--- config.mk ---
export PLATFORM = sky130hd
export DESIGN_NAME = video_fetch_sequencer
export DESIGN_NICKNAME = d
export VERILOG_FILES = /design/src/rtl/video_fetch_sequencer.sv
export SDC_FILE = /design/constraint.sdc
export NUM_CORES = 1
export LEC_CHECK = 0
export CAP_MARGIN = 20
export CORE_MARGIN = 1
export CORE_UTILIZATION = 55
export CTS_CLUSTER_DIAMETER = 60
export DETAILED_ROUTE_END_ITERATION = 7
export PLACE_DENSITY = 0.71
export SLEW_MARGIN = 20
export SYNTH_ARGS = -nofsm -noshare
export SYNTH_HDL_FRONTEND = slang
export SYNTH_SLANG_ARGS = --single-unit
--- constraint.sdc ---
create_clock -name clk -period 4.1 [get_ports clk]
set_input_delay 0.82 -clock clk [delete_from_list [all_inputs] [get_ports clk]]
set_output_delay 0.82 -clock clk [all_outputs]
set_load 0.05 [all_outputs]
--- src/rtl/video_fetch_sequencer.sv ---
// video_fetch_sequencer
//
// Bus-master fetch engine for the 640x480 display path. Once per frame, on a
// falling edge of the display vsync, it reads FRAME_WORDS words starting at
// base_addr in bursts of up to BURST_LEN words. The words go into an internal
// FIFO whose head is presented as four 8-pixel byte planes. The display pops
// the head with a one-clock rd pulse.
//
// Optional feature (macro VIDEO_FETCH_UNDERRUN_CNT_EN):
//   defined   -> extra output underrun_cnt[15:0], a saturating count of pops
//                seen while the FIFO was empty. Cleared only by reset.
//   undefined -> no counter and no port; only the sticky underrun flag exists.
//
// Handshake: while bus_strobe is high, bus_addr is the word being requested.
// Each cycle in which bus_strobe and bus_ack are both high transfers bus_data
// for that address. bus_strobe never drops before the burst's last ack, and
// bus_addr only moves in the cycle after an ack.
//
// Ports
//   clk, reset        bus clock; synchronous active-high reset
//   enable            fetching allowed, sampled at each frame start
//   base_addr         framebuffer word address, sampled at frame start
//   vga_vsync         active-low vsync from the pixel clock domain
//   rd                one-clock pop pulse from the display
//   bus_addr          read word address
//   bus_strobe        read request
//   bus_ack           word returned this cycle
//   bus_data          read data: byte0 red, byte1 green, byte2 blue, byte3 bright
//   red_byte..bright_byte  registered copy of the FIFO head word
//   underrun          sticky; set by a pop on empty, cleared at frame start
//   dbg_state         current FSM state (IDLE=0 ARM=1 FETCH=2 WAIT=3 DONE=4)
//   dbg_level         current FIFO occupancy
module video_fetch_sequencer #(
  parameter int ADDR_BITS   = 30,
  parameter int FIFO_LOG2   = 5,
  parameter int BURST_LEN   = 8,
  parameter int FRAME_WORDS = 38400
) (
  input  logic                 clk,
  input  logic                 reset,
  input  logic                 enable,
  input  logic [ADDR_BITS-1:0] base_addr,
  input  logic                 vga_vsync,
  input  logic                 rd,
  output logic [ADDR_BITS-1:0] bus_addr,
  output logic                 bus_strobe,
  input  logic                 bus_ack,
  input  logic [31:0]          bus_data,
  output logic [7:0]           red_byte,
  output logic [7:0]           green_byte,
  output logic [7:0]           blue_byte,
  output logic [7:0]           bright_byte,
  output logic                 underrun,
`ifdef VIDEO_FETCH_UNDERRUN_CNT_EN
  output logic [15:0]          underrun_cnt,
`endif
  output logic [2:0]           dbg_state,
  output logic [FIFO_LOG2:0]   dbg_level
);

  localparam int DEPTH = 1 << FIFO_LOG2;
  localparam int PW    = FIFO_LOG2 + 1;
  localparam int WL_W  = $clog2(FRAME_WORDS + 1);
  localparam int FIRST_BURST = (FRAME_WORDS < BURST_LEN) ? FRAME_WORDS : BURST_LEN;

  typedef enum logic [2:0] {
    S_IDLE  = 3'd0,
    S_ARM   = 3'd1,
    S_FETCH = 3'd2,
    S_WAIT  = 3'd3,
    S_DONE  = 3'd4
  } state_t;

  state_t state, state_n;

  // ---------------------------------------------------------------------------
  // vsync: two-flop synchronizer, then an edge register for the fall detect.
  // Reset values assume vsync idles high so reset cannot fake an edge.
  // ---------------------------------------------------------------------------
  logic vs_meta, vs_sync, vs_prev;
  logic vs_fall;
  logic frame_pending;
  logic pending_take;

  assign vs_fall = vs_prev & ~vs_sync;

  always_ff @(posedge clk) begin
    if (reset) begin
      vs_meta       <= 1'b1;
      vs_sync       <= 1'b1;
      vs_prev       <= 1'b1;
      frame_pending <= 1'b0;
    end else begin
      vs_meta       <= vga_vsync;
      vs_sync       <= vs_meta;
      vs_prev       <= vs_sync;
      // A new edge in the same cycle as a take re-arms the request.
      frame_pending <= vs_fall | (frame_pending & ~pending_take);
    end
  end

  // ---------------------------------------------------------------------------
  // FIFO bookkeeping. Pointers carry one extra bit so full and empty differ.
  // ---------------------------------------------------------------------------
  logic [31:0]          mem [DEPTH];
  logic [PW-1:0]        wr_ptr, rd_ptr, level, free_slots;
  logic                 fifo_empty, fifo_full;
  logic                 wr_en, pop, empty_pop, rd_live;
  logic [ADDR_BITS-1:0] addr;
  logic [WL_W-1:0]      words_left;
  logic [PW-1:0]        burst_cnt;
  logic [31:0]          wl32, need32;
  logic                 space_ok, load_burst;
  logic [31:0]          out_word;

  assign level      = wr_ptr - rd_ptr;
  assign free_slots = PW'(DEPTH) - level;
  assign fifo_empty = (level == '0);
  assign fifo_full  = (level == PW'(DEPTH));

  assign wr_en     = (state == S_FETCH) && bus_ack;
  // The flush in ARM takes priority, so a pop in that cycle is dropped.
  assign rd_live   = rd && (state != S_ARM);
  assign pop       = rd_live && !fifo_empty;
  assign empty_pop = rd_live && fifo_empty;

  // Next burst is min(BURST_LEN, words_left). It starts only when the whole
  // burst fits, so a write can never land on a full FIFO.
  assign wl32     = 32'(words_left);
  assign need32   = (wl32 < 32'(BURST_LEN)) ? wl32 : 32'(BURST_LEN);
  assign space_ok = (32'(free_slots) >= need32);

  // ---------------------------------------------------------------------------
  // FSM next state
  // ---------------------------------------------------------------------------
  always_comb begin
    state_n      = state;
    pending_take = 1'b0;
    load_burst   = 1'b0;
    case (state)
      S_IDLE: begin
        if (frame_pending) begin
          pending_take = 1'b1;
          if (enable) state_n = S_ARM;
        end
      end
      // The buffer is empty right after the flush, so the space test always
      // passes here. ARM therefore loads the first burst itself and goes
      // straight to FETCH.
      S_ARM: begin
        state_n = (FRAME_WORDS == 0) ? S_WAIT : S_FETCH;
      end
      S_WAIT: begin
        if (frame_pending) begin
          pending_take = 1'b1;
          state_n      = enable ? S_ARM : S_IDLE;
        end else if (words_left == '0) begin
          state_n = S_DONE;
        end else if (space_ok) begin
          load_burst = 1'b1;
          state_n    = S_FETCH;
        end
      end
      // A frame start seen here waits until the burst ends, so the bus is
      // never abandoned mid-handshake.
      S_FETCH: begin
        if (bus_ack && (burst_cnt == PW'(1))) state_n = S_WAIT;
      end
      S_DONE: begin
        if (frame_pending) begin
          pending_take = 1'b1;
          state_n      = enable ? S_ARM : S_IDLE;
        end
      end
      default: state_n = S_IDLE;
    endcase
  end

  assign bus_strobe = (state == S_FETCH);
  assign bus_addr   = addr;

  // ---------------------------------------------------------------------------
  // State, pointers, and fetch counters
  // ---------------------------------------------------------------------------
  always_ff @(posedge clk) begin
    if (reset) begin
      state      <= S_IDLE;
      wr_ptr     <= '0;
      rd_ptr     <= '0;
      addr       <= '0;
      words_left <= '0;
      burst_cnt  <= '0;
      underrun   <= 1'b0;
      out_word   <= '0;
    end else begin
      state <= state_n;
      if (state == S_ARM) begin
        wr_ptr     <= '0;
        rd_ptr     <= '0;
        addr       <= base_addr;
        words_left <= WL_W'(FRAME_WORDS);
        burst_cnt  <= PW'(FIRST_BURST);
        underrun   <= 1'b0;
      end else begin
        if (load_burst) burst_cnt <= PW'(need32);
        if (wr_en) begin
          wr_ptr     <= wr_ptr + PW'(1);
          addr       <= addr + ADDR_BITS'(1);
          words_left <= words_left - WL_W'(1);
          burst_cnt  <= burst_cnt - PW'(1);
        end
        if (pop)       rd_ptr   <= rd_ptr + PW'(1);
        if (empty_pop) underrun <= 1'b1;
      end
      // The head copy trails any pointer change by one clock. It holds its
      // last value while the FIFO is empty.
      if (!fifo_empty) out_word <= mem[rd_ptr[FIFO_LOG2-1:0]];
    end
  end

  always_ff @(posedge clk) begin
    if (wr_en) mem[wr_ptr[FIFO_LOG2-1:0]] <= bus_data;
  end

  assign red_byte    = out_word[7:0];
  assign green_byte  = out_word[15:8];
  assign blue_byte   = out_word[23:16];
  assign bright_byte = out_word[31:24];

`ifdef VIDEO_FETCH_UNDERRUN_CNT_EN
  always_ff @(posedge clk) begin
    if (reset) begin
      underrun_cnt <= '0;
    end else if (empty_pop && (underrun_cnt != 16'hFFFF)) begin
      underrun_cnt <= underrun_cnt + 16'd1;
    end
  end
`endif

  assign dbg_state = state;
  assign dbg_level = level;

  a_no_write_on_full: assert property (@(posedge clk) disable iff (reset)
    !(wr_en && fifo_full));

endmodule

==> flow_summary.rst <==
.. list-table::
   :header-rows: 1

   * - Metric
     - Value
   * - Maximum number of pins on one net before global-route repair
     - 147
   * - Slowest-stage cell, CP
     - sky130_fd_sc_hd__clkdlybuf4s50_1
   * - Area enclosed by the die boundary
     - 0.0804 mm^2
   * - Number of primary I/O pins
     - 141
   * - Total of flip-flops plus latches after synthesis
     - 1128
   * - Worst min-delay path class
     - register to register
   * - Crit path top cell by count
     - sky130_fd_sc_hd__inv_1
   * - Buffers plus inverters on the worst setup path
     - 3
   * - Required time reported for the critical path endpoint
     - 3.28 ns
   * - Total negative slack
     - 0 ns
   * - Slew headroom
     - 0.265
   * - Gp weighted congestion
     - 0.837
   * - Grt total ovfl
     - 0
   * - Clock skew
     - 0.0229 ns
   * - Total Nets Final
     - 2541
   * - Clock root buffer
     - sky130_fd_sc_hd__clkbuf_16
   * - Clock Path Buffers
     - 3
   * - Insertion delay to the later sink of the worst-skew pair
     - 0.69 ns
   * - Number of routed nets with antenna violations
     - 0
   * - Cells along the critical path
     - inv_1 > ha_1 > fa_1 > xor2_1 > inv_1 > clkdlybuf4s50_1
   * - Wire length reported by the detailed router
     - 102000 um
   * - Syn-to-layout area delta
     - 16.0%
   * - Highest-count cells in the layout ignoring fill and taps
     - 1024 x sky130_fd_sc_hd__edfxtp_1, 252 x sky130_fd_sc_hd__mux4_2, 135 x sky130_fd_sc_hd__clkdlybuf4s50_1, 125 x sky130_fd_sc_hd__a22oi_1, 113 x sky130_fd_sc_hd__clkbuf_16
   * - Die width
     - 284 um
   * - Utilization after layout
     - 0.649
   * - Leak pwr
     - 15.8 nW
   * - Share of cells above drive strength 1
     - 0.229
   * - GRT Overall Usage
     - 0.258
   * - Buffer count from post-CTS setup fixing
     - 0
   * - Pre-antenna DRT Iters
     - 7
   * - Cell family with most CP delay
     - buffers and inverters
   * - Result of the run
     - finished, final reports clean
   * - Part of the cycle the worst path needs
     - 0.938
   * - EDFF count, synth
     - 1024
   * - Clock slew at reported path FFs
     - 0.05 ns
   * - Max Fanout on Critical Path
     - 5
   * - Vias after detailed routing
     - 22700
   * - TritonCTS clock tree
     - yes
   * - Number of cells traversed by the worst hold path
     - 1
   * - Total power draw
     - 27.1 mW
   * - Stage delay of the slowest cell on the critical path
     - 0.73 ns
   * - Leading register cell type out of synthesis
     - sky130_fd_sc_hd__edfxtp_1
   * - Number of remaining DRC errors
     - 0
   * - Core area
     - 0.0780 mm^2
   * - Post-layout min period
     - 3.84 ns
   * - Setup repair after global routing missed its margin
     - no
   * - Mean Syn Cell Area
     - 19.6 um^2
   * - CTS sink cnt
     - 1128
   * - Cts bufs inserted
     - 111
   * - Count of max-cap constraint violations
     - 0
   * - CP Launch Type
     - register
   * - Startpoint-to-endpoint class of the critical path
     - register to output port
   * - Vias in the first global route
     - 23000
   * - Highest clock rate
     - 260 MHz
   * - Average vias per placed instance
     - 6.33
   * - Final count of hold timing violations
     - 0
   * - Slew at the pin closest to its max-slew limit
     - 1.10 ns
   * - Count of buffers inserted at the top-level ports
     - 140
   * - Std cell rows
     - 102
   * - Startpoint of the worst register-to-register path
     - wr_ptr[0]
   * - Distinct cells, synth
     - 70
   * - Fill count
     - 5153
   * - Share of synthesized area occupied by flip-flops and latches
     - 0.753
   * - Die height
     - 284 um
   * - Endpoint type of the worst setup path
     - output port
   * - Clock H-tree levels
     - 3
   * - Number of antenna violations at the first check in global routing
     - 0
   * - Avg WL per Cell
     - 28.6 um
   * - Number of antenna repair diodes
     - 0
   * - Ys async rst share
     - 0
   * - Flop-to-flop setup slack
     - 0.47 ns
   * - Yosys synthesis warning count
     - 0
   * - Peak ir drop on the vdd network
     - 0.464 mV
   * - Endpoint of the worst-slack reg-to-reg timing path
     - burst_cnt[3]
   * - Most common cell after layout, fill and taps aside
     - sky130_fd_sc_hd__edfxtp_1
   * - Count of mapped cells out of synthesis
     - 2225
   * - Fin. max-slew vios
     - 0
   * - First-pass GRT wire length
     - 151000 um
   * - Syn Std Cell Area
     - 0.0436 mm^2
   * - Depth of the worst register-to-register path
     - 14
   * - Setup-violating endpoint count in the final report
     - 0
   * - Startpoint of the lowest-slack hold path
     - vs_meta
   * - Worst Hold Path EP
     - vs_sync
   * - Power per Cell Area
     - 535 mW/mm^2
   * - Arrival @ worst endpoint
     - 3.02 ns
   * - Initial Utilization
     - 0.559
   * - Half-perimeter wire length of the detailed placement result
     - 55200 um
   * - 1st-iter DRT viols
     - 2302
-- synth_stat cells (all sizes together), types with 8 or more instances --
master   count  area, um^2
and3        12        76.3
nor3        16        90.1
edfxtp    1024       30700
dfxtp      104        2080
or3          8        51.3
nor2       133         499
clkbuf      74         278
mux2i       13         130
a22oi      125         938
a211oi      28         210
inv         17        63.8
nand2       61         229
xor2        36         315
o2bb2ai     31         272
nand3       23         120
buf         53         260
nor4         8        86.3
mux4       252        5680
xnor2       14         123
a21oi       84         420
ha          22         275
-- registers in the layout, indices dropped and copies added, names as in the netlist, 3 cells and up --
signal,count
burst_cnt,6
bus_addr,30
dbg_state,3
mem,1024
out_word,32
rd_ptr,6
words_left,16
wr_ptr,6
-- cells by family (layout without fill, tap and decap cells) --
| family | count (synthesis) | after routing | share of synthesized area |
|---|---|---|---|
| compound gates | 302 | 302 | 0.0481 |
| xor+xnor | 50 | 50 | 0.0100 |
| fa+ha+maj | 23 | 23 | 0.00677 |
| buf+inv | 145 | 461 | 0.0139 |
| flops | 1128 | 1128 | 0.753 |
| mux | 267 | 267 | 0.134 |
| other cells | 1 | 2 | 0.0000860 |
| simple gates | 309 | 309 | 0.0345 |
-- how the worst max path moves through the flow --
| stage | from | to | slack (ns) | cells after the start |
|---|---|---|---|---|
| after floorplan | rd_ptr[1] | burst_cnt[3] | 0.03 | 16 |
| after global placement | wr_ptr[0] | burst_cnt[3] | 0.59 | 14 |
| after detailed placement | wr_ptr[0] | burst_cnt[3] | 0.51 | 14 |
| after global routing | wr_ptr[0] | dbg_level[2] | 0.14 | 6 |
| final | wr_ptr[0] | dbg_level[2] | 0.26 | 6 |
| after CTS | wr_ptr[2] | dbg_level[3] | 0.16 | 5 |
-- metal layers --
layer / GRT usage / wire length (um) / vias up
met3: 0.0398 / 7330 / 183
met4: 0.0850 / 3290 / 0
met1: 0.354 / 40400 / 11900
met2: 0.426 / 51400 / 968
met5: 0 / 0 / -
li1: - / - / 9594
-- timing repair --
| action | CTS | global route |
|---|---|---|
| setup endpoints to repair | 0 | 1 |
| hold endpoints to repair | 0 | 0 |
| gates resized for setup | 0 | 1 |
| hold buffers | 0 | 0 |
-- layout make-up --
| class | count | area, um^2 | area share |
|---|---|---|---|
| sequential | 1128 | 32800 | 0.649 |
| timing repair buffer | 238 | 2340 | 0.0462 |
| tap | 1040 | 1300 | 0.0257 |
| inverter | 18 | 67.6 | 0.00134 |
| multi-input combinational | 953 | 10500 | 0.207 |
| clock inverter | 66 | 617 | 0.0122 |
| clock buffer | 139 | 2960 | 0.0584 |
-- worst reg2reg max path: stages, from the launching register on --
cell                       delay, ns
sky130_fd_sc_hd__dfxtp_1        0.39
sky130_fd_sc_hd__inv_1          0.13
sky130_fd_sc_hd__ha_1           0.24
sky130_fd_sc_hd__fa_1           0.40
sky130_fd_sc_hd__nand2b_1       0.16
sky130_fd_sc_hd__a21oi_1        0.22
sky130_fd_sc_hd__xor2_2         0.28
sky130_fd_sc_hd__nor3_1         0.12
sky130_fd_sc_hd__xnor2_1        0.15
sky130_fd_sc_hd__ha_1           0.34
sky130_fd_sc_hd__nand3_1        0.09
sky130_fd_sc_hd__nand2_1        0.09
sky130_fd_sc_hd__a41oi_2        0.04
sky130_fd_sc_hd__or4_2          0.61
sky130_fd_sc_hd__a311oi_1       0.28
-- per-stage QoR --
stage                     cell area [um^2]  worst slack, ns  hold WS (ns)  cells
after floorplan                      43600           0.0296         0.389   2226
after global placement               47000            0.594         0.400   3377
after detailed placement             47000            0.512         0.403   3377
after CTS                            50600            0.158         0.432   3582
after global routing                 50600            0.142         0.451   3582
final                                50600            0.255         0.427   3582
-- report_power, final --
group | internal, mW | switching (mW)
Sequential | 12.7 | 0.114
Combinational | 1.95 | 2.42
Clock | 5.68 | 4.22
No activity file was read; power rests on OpenSTA's default activity.
